### src/rtl/wb_regfile_if.sv
// MEM/WB write-back bus: latched pipeline fields in, decode/debug read ports and retire status out.
// The bench or upstream stage uses master; the register file uses slave.
interface wb_regfile_if #(
    parameter int DATA_WIDTH = 32,
    parameter int ADDR_WIDTH = 5,
    parameter int CNT_WIDTH  = 32
);
    logic [DATA_WIDTH-1:0] MemData;
    logic [DATA_WIDTH-1:0] ALUData;
    logic [ADDR_WIDTH-1:0] WriteReg;
    logic                  RegWrite;
    logic                  MemtoReg;
    logic [ADDR_WIDTH-1:0] ReadReg1;
    logic [ADDR_WIDTH-1:0] ReadReg2;
    logic [ADDR_WIDTH-1:0] DbgReg;
    logic [DATA_WIDTH-1:0] ReadData1;
    logic [DATA_WIDTH-1:0] ReadData2;
    logic [DATA_WIDTH-1:0] DbgData;
    logic [DATA_WIDTH-1:0] WriteData;
    logic                  WriteValid;
    logic [CNT_WIDTH-1:0]  RetireCount;

    modport master (
        output MemData, ALUData, WriteReg, RegWrite, MemtoReg, ReadReg1, ReadReg2, DbgReg,
        input  ReadData1, ReadData2, DbgData, WriteData, WriteValid, RetireCount
    );

    modport slave (
        input  MemData, ALUData, WriteReg, RegWrite, MemtoReg, ReadReg1, ReadReg2, DbgReg,
        output ReadData1, ReadData2, DbgData, WriteData, WriteValid, RetireCount
    );
endinterface

### src/rtl/wb_regfile.sv
// Write-back stage: selects the MEM/WB result, commits it to a 32-entry register file,
// and serves two bypassed decode read ports, a committed-state debug port and a retire counter.
module wb_regfile #(
    parameter int DATA_WIDTH = 32,
    parameter int ADDR_WIDTH = 5,
    parameter bit BYPASS     = 1'b1,
    parameter int CNT_WIDTH  = 32
) (
    input logic         clk,
    input logic         reset,
    wb_regfile_if.slave bus
);
    localparam int NUM_REGS = 2 ** ADDR_WIDTH;

    // Flop array rather than block RAM: reads are combinational and reset clears every entry.
    logic [DATA_WIDTH-1:0] regArray [NUM_REGS];
    logic [DATA_WIDTH-1:0] writeData;
    logic                  writeValid;
    logic [CNT_WIDTH-1:0]  retireCountReg;
    logic [ADDR_WIDTH-1:0] readIdx  [2];
    logic [DATA_WIDTH-1:0] readData [2];

    assign writeData  = bus.MemtoReg ? bus.MemData : bus.ALUData;
    // Index 0 is excluded here, so register 0 is never written and never counted.
    assign writeValid = bus.RegWrite && (bus.WriteReg != '0);

    always_ff @(posedge clk or posedge reset) begin
        if (reset) begin
            for (int i = 0; i < NUM_REGS; i++) begin
                regArray[i] <= '0;
            end
        end else if (writeValid) begin
            regArray[bus.WriteReg] <= writeData;
        end
    end

    always_ff @(posedge clk or posedge reset) begin
        if (reset) begin
            retireCountReg <= '0;
        end else if (writeValid) begin
            retireCountReg <= retireCountReg + CNT_WIDTH'(1);
        end
    end

    assign readIdx[0] = bus.ReadReg1;
    assign readIdx[1] = bus.ReadReg2;

    generate
        for (genvar gi = 0; gi < 2; gi++) begin : gen_read_port
            always_comb begin
                readData[gi] = regArray[readIdx[gi]];
                if (readIdx[gi] == '0) begin
                    readData[gi] = '0;
                end else if (BYPASS && writeValid && (bus.WriteReg == readIdx[gi])) begin
                    readData[gi] = writeData;
                end
            end
        end
    endgenerate

    assign bus.ReadData1   = readData[0];
    assign bus.ReadData2   = readData[1];
    assign bus.DbgData     = (bus.DbgReg == '0) ? '0 : regArray[bus.DbgReg];
    assign bus.WriteData   = writeData;
    assign bus.WriteValid  = writeValid;
    assign bus.RetireCount = retireCountReg;
endmodule

### src/flat_wrapper.sv
// flat-port wrapper written by rule: the top's interface ports become plain ports
module wb_regfile_flat 
#(
    parameter int DATA_WIDTH = 32,
    parameter int ADDR_WIDTH = 5,
    parameter bit BYPASS     = 1'b1,
    parameter int CNT_WIDTH  = 32
)
  (clk, reset, bus_MemData, bus_ALUData, bus_WriteReg, bus_RegWrite, bus_MemtoReg, bus_ReadReg1, bus_ReadReg2, bus_DbgReg, bus_ReadData1, bus_ReadData2, bus_DbgData, bus_WriteData, bus_WriteValid, bus_RetireCount);
  wb_regfile_if #(.DATA_WIDTH(DATA_WIDTH), .ADDR_WIDTH(ADDR_WIDTH), .CNT_WIDTH(CNT_WIDTH)) bus_i ();
  input logic clk;
  input logic reset;
  input wire logic [$bits(bus_i.MemData)-1:0] bus_MemData;
  input wire logic [$bits(bus_i.ALUData)-1:0] bus_ALUData;
  input wire logic [$bits(bus_i.WriteReg)-1:0] bus_WriteReg;
  input wire logic [$bits(bus_i.RegWrite)-1:0] bus_RegWrite;
  input wire logic [$bits(bus_i.MemtoReg)-1:0] bus_MemtoReg;
  input wire logic [$bits(bus_i.ReadReg1)-1:0] bus_ReadReg1;
  input wire logic [$bits(bus_i.ReadReg2)-1:0] bus_ReadReg2;
  input wire logic [$bits(bus_i.DbgReg)-1:0] bus_DbgReg;
  output wire logic [$bits(bus_i.ReadData1)-1:0] bus_ReadData1;
  output wire logic [$bits(bus_i.ReadData2)-1:0] bus_ReadData2;
  output wire logic [$bits(bus_i.DbgData)-1:0] bus_DbgData;
  output wire logic [$bits(bus_i.WriteData)-1:0] bus_WriteData;
  output wire logic [$bits(bus_i.WriteValid)-1:0] bus_WriteValid;
  output wire logic [$bits(bus_i.RetireCount)-1:0] bus_RetireCount;
  assign bus_i.MemData = bus_MemData;
  assign bus_i.ALUData = bus_ALUData;
  assign bus_i.WriteReg = bus_WriteReg;
  assign bus_i.RegWrite = bus_RegWrite;
  assign bus_i.MemtoReg = bus_MemtoReg;
  assign bus_i.ReadReg1 = bus_ReadReg1;
  assign bus_i.ReadReg2 = bus_ReadReg2;
  assign bus_i.DbgReg = bus_DbgReg;
  assign bus_ReadData1 = bus_i.ReadData1;
  assign bus_ReadData2 = bus_i.ReadData2;
  assign bus_DbgData = bus_i.DbgData;
  assign bus_WriteData = bus_i.WriteData;
  assign bus_WriteValid = bus_i.WriteValid;
  assign bus_RetireCount = bus_i.RetireCount;
  wb_regfile #(.DATA_WIDTH(DATA_WIDTH), .ADDR_WIDTH(ADDR_WIDTH), .BYPASS(BYPASS), .CNT_WIDTH(CNT_WIDTH)) u_core (.clk(clk), .reset(reset), .bus(bus_i));
endmodule
### config.mk
export PLATFORM = sky130hd
export DESIGN_NAME = wb_regfile_flat
export DESIGN_NICKNAME = d
export VERILOG_FILES = /design/src/rtl/wb_regfile_if.sv /design/src/rtl/wb_regfile.sv /design/src/flat_wrapper.sv
export SDC_FILE = /design/constraint.sdc
export NUM_CORES = 2
export LEC_CHECK = 0
export CORE_MARGIN = 8
export CORE_UTILIZATION = 40
export CTS_CLUSTER_DIAMETER = 200
export DETAILED_ROUTE_END_ITERATION = 16
export HOLD_SLACK_MARGIN = 0.05
export PLACE_DENSITY = 0.54
export SYNTH_ARGS = -nofsm -noshare
export SYNTH_HDL_FRONTEND = slang
export SYNTH_SLANG_ARGS = --single-unit
### constraint.sdc
create_clock -name clk -period 36.6 [get_ports clk]
set_input_delay 7.32 -clock clk [delete_from_list [all_inputs] [get_ports clk]]
set_output_delay 7.32 -clock clk [all_outputs]
set_load 0.05 [all_outputs]
==> implementation parameters <==
Parameter                              Value

Placed design
  Number of buffers inserted by port buffering ... 248
  Post-detail-place hpwl ... 156000 µm
  Inst Count DP ... 7395
  Worst Setup Slack post-DPL ... 16.87 ns
  Routability congestion estimate from global placement ... 0.884

Power and ir drop
  Worst-case vdd ir drop ... approximately 0.037 mV
  Ratio of total power to cell area ... 57.3 mW/mm²
  Leakage power of the design ... 29.0 nW

GRT
  Total global routing overflow ... 0
  Number of global-route vias before repair ... 48900
  First-pass GRT wire length ... 374000 µm
  Initial antenna violation count ... 19
  Maximum number of pins on one net before global-route repair ... around 150
  GRT Util Overall ... about 30%

Synthesis
  Area share of xor/xnor cells in the synthesized design ... 0.570%
  Syn Std Cell Area ... 0.0630 mm²
  Post-synthesis simple-gate area fraction ... 8.88%
  Compound-Gate Fraction of Synth Area ... roughly 13%
  Share of synthesized registers carrying an async set or reset ... 100%
  Number of register bits inferred by synthesis ... 1056
  Count of flip-flops with a built-in enable after synthesis ... 0
  Syn avg cell area ... 11.4 µm²
  Synth Instances ... 5546
  Synthesis warning total ... 0
  Number of nets in the synthesized netlist ... 5635
  Most used DFF post-synth ... sky130_fd_sc_hd__dfrtp_1
  Combinational family with the most area after synthesis ... multiplexers
  Post-synthesis adder-cell area fraction ... 0.0199%
  Share of the yosys chip area belonging to registers ... 41.9%
  Portion of netlist area occupied by mux cells ... 30.6%
  Library cells used by synthesis ... 68

Finish
  Post-layout instance count excluding filler cells ... 7631
  Ratio of cells with drive above 1 in the final layout ... 22.8%
  Area growth from synthesis to layout ... 13.3%
  Number of nets in the layout ... 5548

Min path
  Worst Hold Class ... flop to flop
  Worst Hold Endpoint ... u_core.regArray[1006]
  Hold path start ... u_core.regArray[1006]
  Hold depth ... 0

Timing
  Layout Skew ... 0.00320 ns
  Worst setup slack after layout ... 16.68 ns
  Max-slew headroom at the worst pin ... 4.87%
  RSZ-0062 raised after global routing ... false
  Maximum clock rate ... 50.2 MHz
  Fin crit period ... between 15 and 20 ns
  Period utilization ... 54.4%
  Smallest hold slack ... 0.416 ns
  Total of endpoints with negative setup slack in the final report ... 0
  Setup_tns ... 0 ns
  Slew Viols, Final ... 0
  Worst slew pin tran ... 1.41 ns
  Hold violation count in the final report ... 0

Worst setup path
  Crit. End Element ... output pin
  Crit path max-delay cell type ... sky130_fd_sc_hd__clkdlybuf4s50_1
  Delay contributed by the slowest stage of the critical path ... 0.99 ns
  Reg2Reg Capture Point ... u_core.bus.RetireCount[24]
  Reg-to-reg critical path startpoint ... u_core.bus.RetireCount[0]
  Critical path arrival ... 12.60 ns
  Critical Path Fanout Max ... 34
  Critical setup path kind ... primary input to output pin
  Sequence of cells on the critical path ... clkdlybuf4s50_1, or2_1, o21ai_4, inv_2, and3_2, buf_4, nor2_4, buf_4, and3_1, a2111oi_2, clkdlybuf4s50_1
  Register-to-Register Setup Slack ... 34.46 ns
  Reg2reg path depth ... 7
  Crit. Startpoint ... bus_WriteReg[1]
  Worst path required time ... 29.28 ns
  Kind of start point of the critical path ... primary input

Clock network
  Clock Path Buffers ... 3
  Depth of the CTS H-tree ... 3
  Clock buffer count from CTS ... 120
  Setup Fix Bufs, Post-CTS ... 0
  Root buf cell ... sky130_fd_sc_hd__clkbuf_16
  Count of hold buffers inserted by post-cts repair ... 0
  CTS sink count ... 1056
  Post-cts gate resize count ... 0
  Clock latency on the worst-skew pair ... 0.75 ns
  Clock tree from TritonCTS ... yes
  Clock transition at the registers of the reported paths ... ~0.05 ns

Floorplan
  Number of cell rows ... 145
  Die Outline Area ... 0.171 mm²
  Die height ... 413 µm
  Die width ... 413 µm
  Starting utilization of the core area ... 40.3%
  Number of ports placed on the die boundary ... 249
  Core outline area ... 0.156 mm²

Detailed routing
  DRC violation count after routing ... 0
  DRT Pass-1 Iters ... 6
  Vias after detailed routing ... 50100
  Number of vias per cell after detailed routing ... 6.56
  Routed WL ... 260000 µm
  Number of DRC markers after the initial detailed-route iteration ... ~6300
  Wirelength per Cell ... about 34 µm
  Post-DRT Antenna Nets ... 0

Status
  Outcome ... completed

Run
  # Max-Cap Violations ... 0
power by group:
part	internal, mW	total, mW	switching (mW)	leakage, nW
Combinational	0.547	1.14	0.594	13.6
Sequential	1.41	1.66	0.249	13.4
Clock	0.761	1.29	0.533	2.06
cells in the mapped netlist, types with 22 or more instances:
master | instances | area (µm²)
sky130_fd_sc_hd__inv_1 | 72 | 270
sky130_fd_sc_hd__a211oi_1 | 39 | 293
sky130_fd_sc_hd__buf_2 | 110 | 551
sky130_fd_sc_hd__a22oi_1 | 85 | 638
sky130_fd_sc_hd__clkbuf_1 | 407 | 1530
sky130_fd_sc_hd__and3_1 | 29 | 181
sky130_fd_sc_hd__buf_1 | 37 | 139
sky130_fd_sc_hd__o22ai_1 | 43 | 269
sky130_fd_sc_hd__buf_4 | 29 | 218
sky130_fd_sc_hd__nand3_1 | 34 | 170
sky130_fd_sc_hd__a221oi_1 | 52 | 455
sky130_fd_sc_hd__o21ai_0 | 688 | 3440
sky130_fd_sc_hd__nor2b_1 | 36 | 225
sky130_fd_sc_hd__xor2_1 | 22 | 193
sky130_fd_sc_hd__mux4_2 | 759 | 17100
sky130_fd_sc_hd__nand2_1 | 704 | 2640
sky130_fd_sc_hd__nor3_1 | 30 | 150
sky130_fd_sc_hd__nor2_1 | 480 | 1800
sky130_fd_sc_hd__a21oi_1 | 427 | 2140
sky130_fd_sc_hd__dfrtp_1 | 1056 | 26400
sky130_fd_sc_hd__mux2i_1 | 167 | 1670
layout make-up:
type                            count  area [µm²]
Clock inverter                     52         682
Antenna cell                        9        22.5
Multi-Input combinational cell   3799       34200
Inverter                           75         285
Fill cell                       14400       85000
Clock buffer                      175        3500
Timing Repair Buffer              407        3750
Tap cell                         2058        2570
Sequential cell                  1056       26400
critical path, delay by kind of cell:
| family | cells | cell delay (ns) |
|---|---|---|
| buffers and inverters | 5 | 3.13 |
| AOI/OAI and AO/OA | 2 | 1.02 |
| and+or+nand+nor | 4 | 1.07 |
placed cells by master, fill, tap and decap left out, types with 14 or more instances in the layout:
cell type / count
sky130_fd_sc_hd__a22oi_1: 85
sky130_fd_sc_hd__clkinv_2: 26
sky130_fd_sc_hd__nor3_1: 30
sky130_fd_sc_hd__clkbuf_1: 28
sky130_fd_sc_hd__clkbuf_16: 122
sky130_fd_sc_hd__nor2_4: 16
sky130_fd_sc_hd__buf_4: 158
sky130_fd_sc_hd__nand3_1: 31
sky130_fd_sc_hd__nor2b_1: 30
sky130_fd_sc_hd__mux4_2: 759
sky130_fd_sc_hd__a211oi_1: 39
sky130_fd_sc_hd__mux2i_4: 28
sky130_fd_sc_hd__a2111oi_2: 16
sky130_fd_sc_hd__nand2_1: 689
sky130_fd_sc_hd__a22o_1: 21
sky130_fd_sc_hd__xnor2_1: 19
sky130_fd_sc_hd__xor2_1: 22
sky130_fd_sc_hd__o22ai_1: 43
sky130_fd_sc_hd__mux2i_1: 135
sky130_fd_sc_hd__clkdlybuf4s50_1: 233
sky130_fd_sc_hd__and3_1: 27
sky130_fd_sc_hd__inv_1: 71
sky130_fd_sc_hd__dfrtp_1: 1056
sky130_fd_sc_hd__bufinv_16: 14
sky130_fd_sc_hd__a221oi_1: 52
sky130_fd_sc_hd__o21ai_0: 686
sky130_fd_sc_hd__a21oi_1: 427
sky130_fd_sc_hd__clkbuf_8: 25
sky130_fd_sc_hd__a221o_1: 14
sky130_fd_sc_hd__nor2_1: 465
how the worst max path moves through the flow:
| stage | endpoint | slack, ns | cells after the start |
|---|---|---|---|
| after floorplan | u_core.bus.RetireCount[0] | 14.72 | 1 |
| after global placement | bus_ReadData2[6] | 16.50 | 9 |
| after detailed placement | bus_ReadData2[13] | 16.87 | 11 |
| after CTS | bus_ReadData2[13] | 16.85 | 11 |
| after global routing | bus_ReadData2[13] | 16.64 | 11 |
| final | bus_ReadData2[13] | 16.68 | 11 |
metal layers:
metal	global-route usage, %	up-vias	share of wire (%)
li1	-	20600	-
met1	41.5	25800	40
met2	45.3	3006	45
met3	7.02	705	10
met4	14.6	14	5.6
met5	0	-	0.034
kinds of logic after synthesis:
logic type | Yosys count
AOI/OAI and AO/OA | 1431
and+or+nand+nor | 1373
muxes | 953
adders and majority gates | 1
DFF | 1056
xor gates and xnor gates | 41
buffers and inverters | 691
through the flow:
step | util (%) | power [mW] | cell area, µm²
2_1_floorplan | - | 2.42 | 63000
3_5_place_dp | 43.0 | 2.80 | 67200
3_3_place_gp | 43.0 | 2.77 | 67200
6_report | 45.7 | 4.09 | 71400
4_1_cts | 45.6 | 4.09 | 71400
5_1_grt | 45.6 | 4.26 | 71400
state kept, by name, indices dropped and copies added (netlist names):
name / cells
u_core.regArray: 1024
u_core.bus.RetireCount: 32
Power figures use the tool's default switching activity.
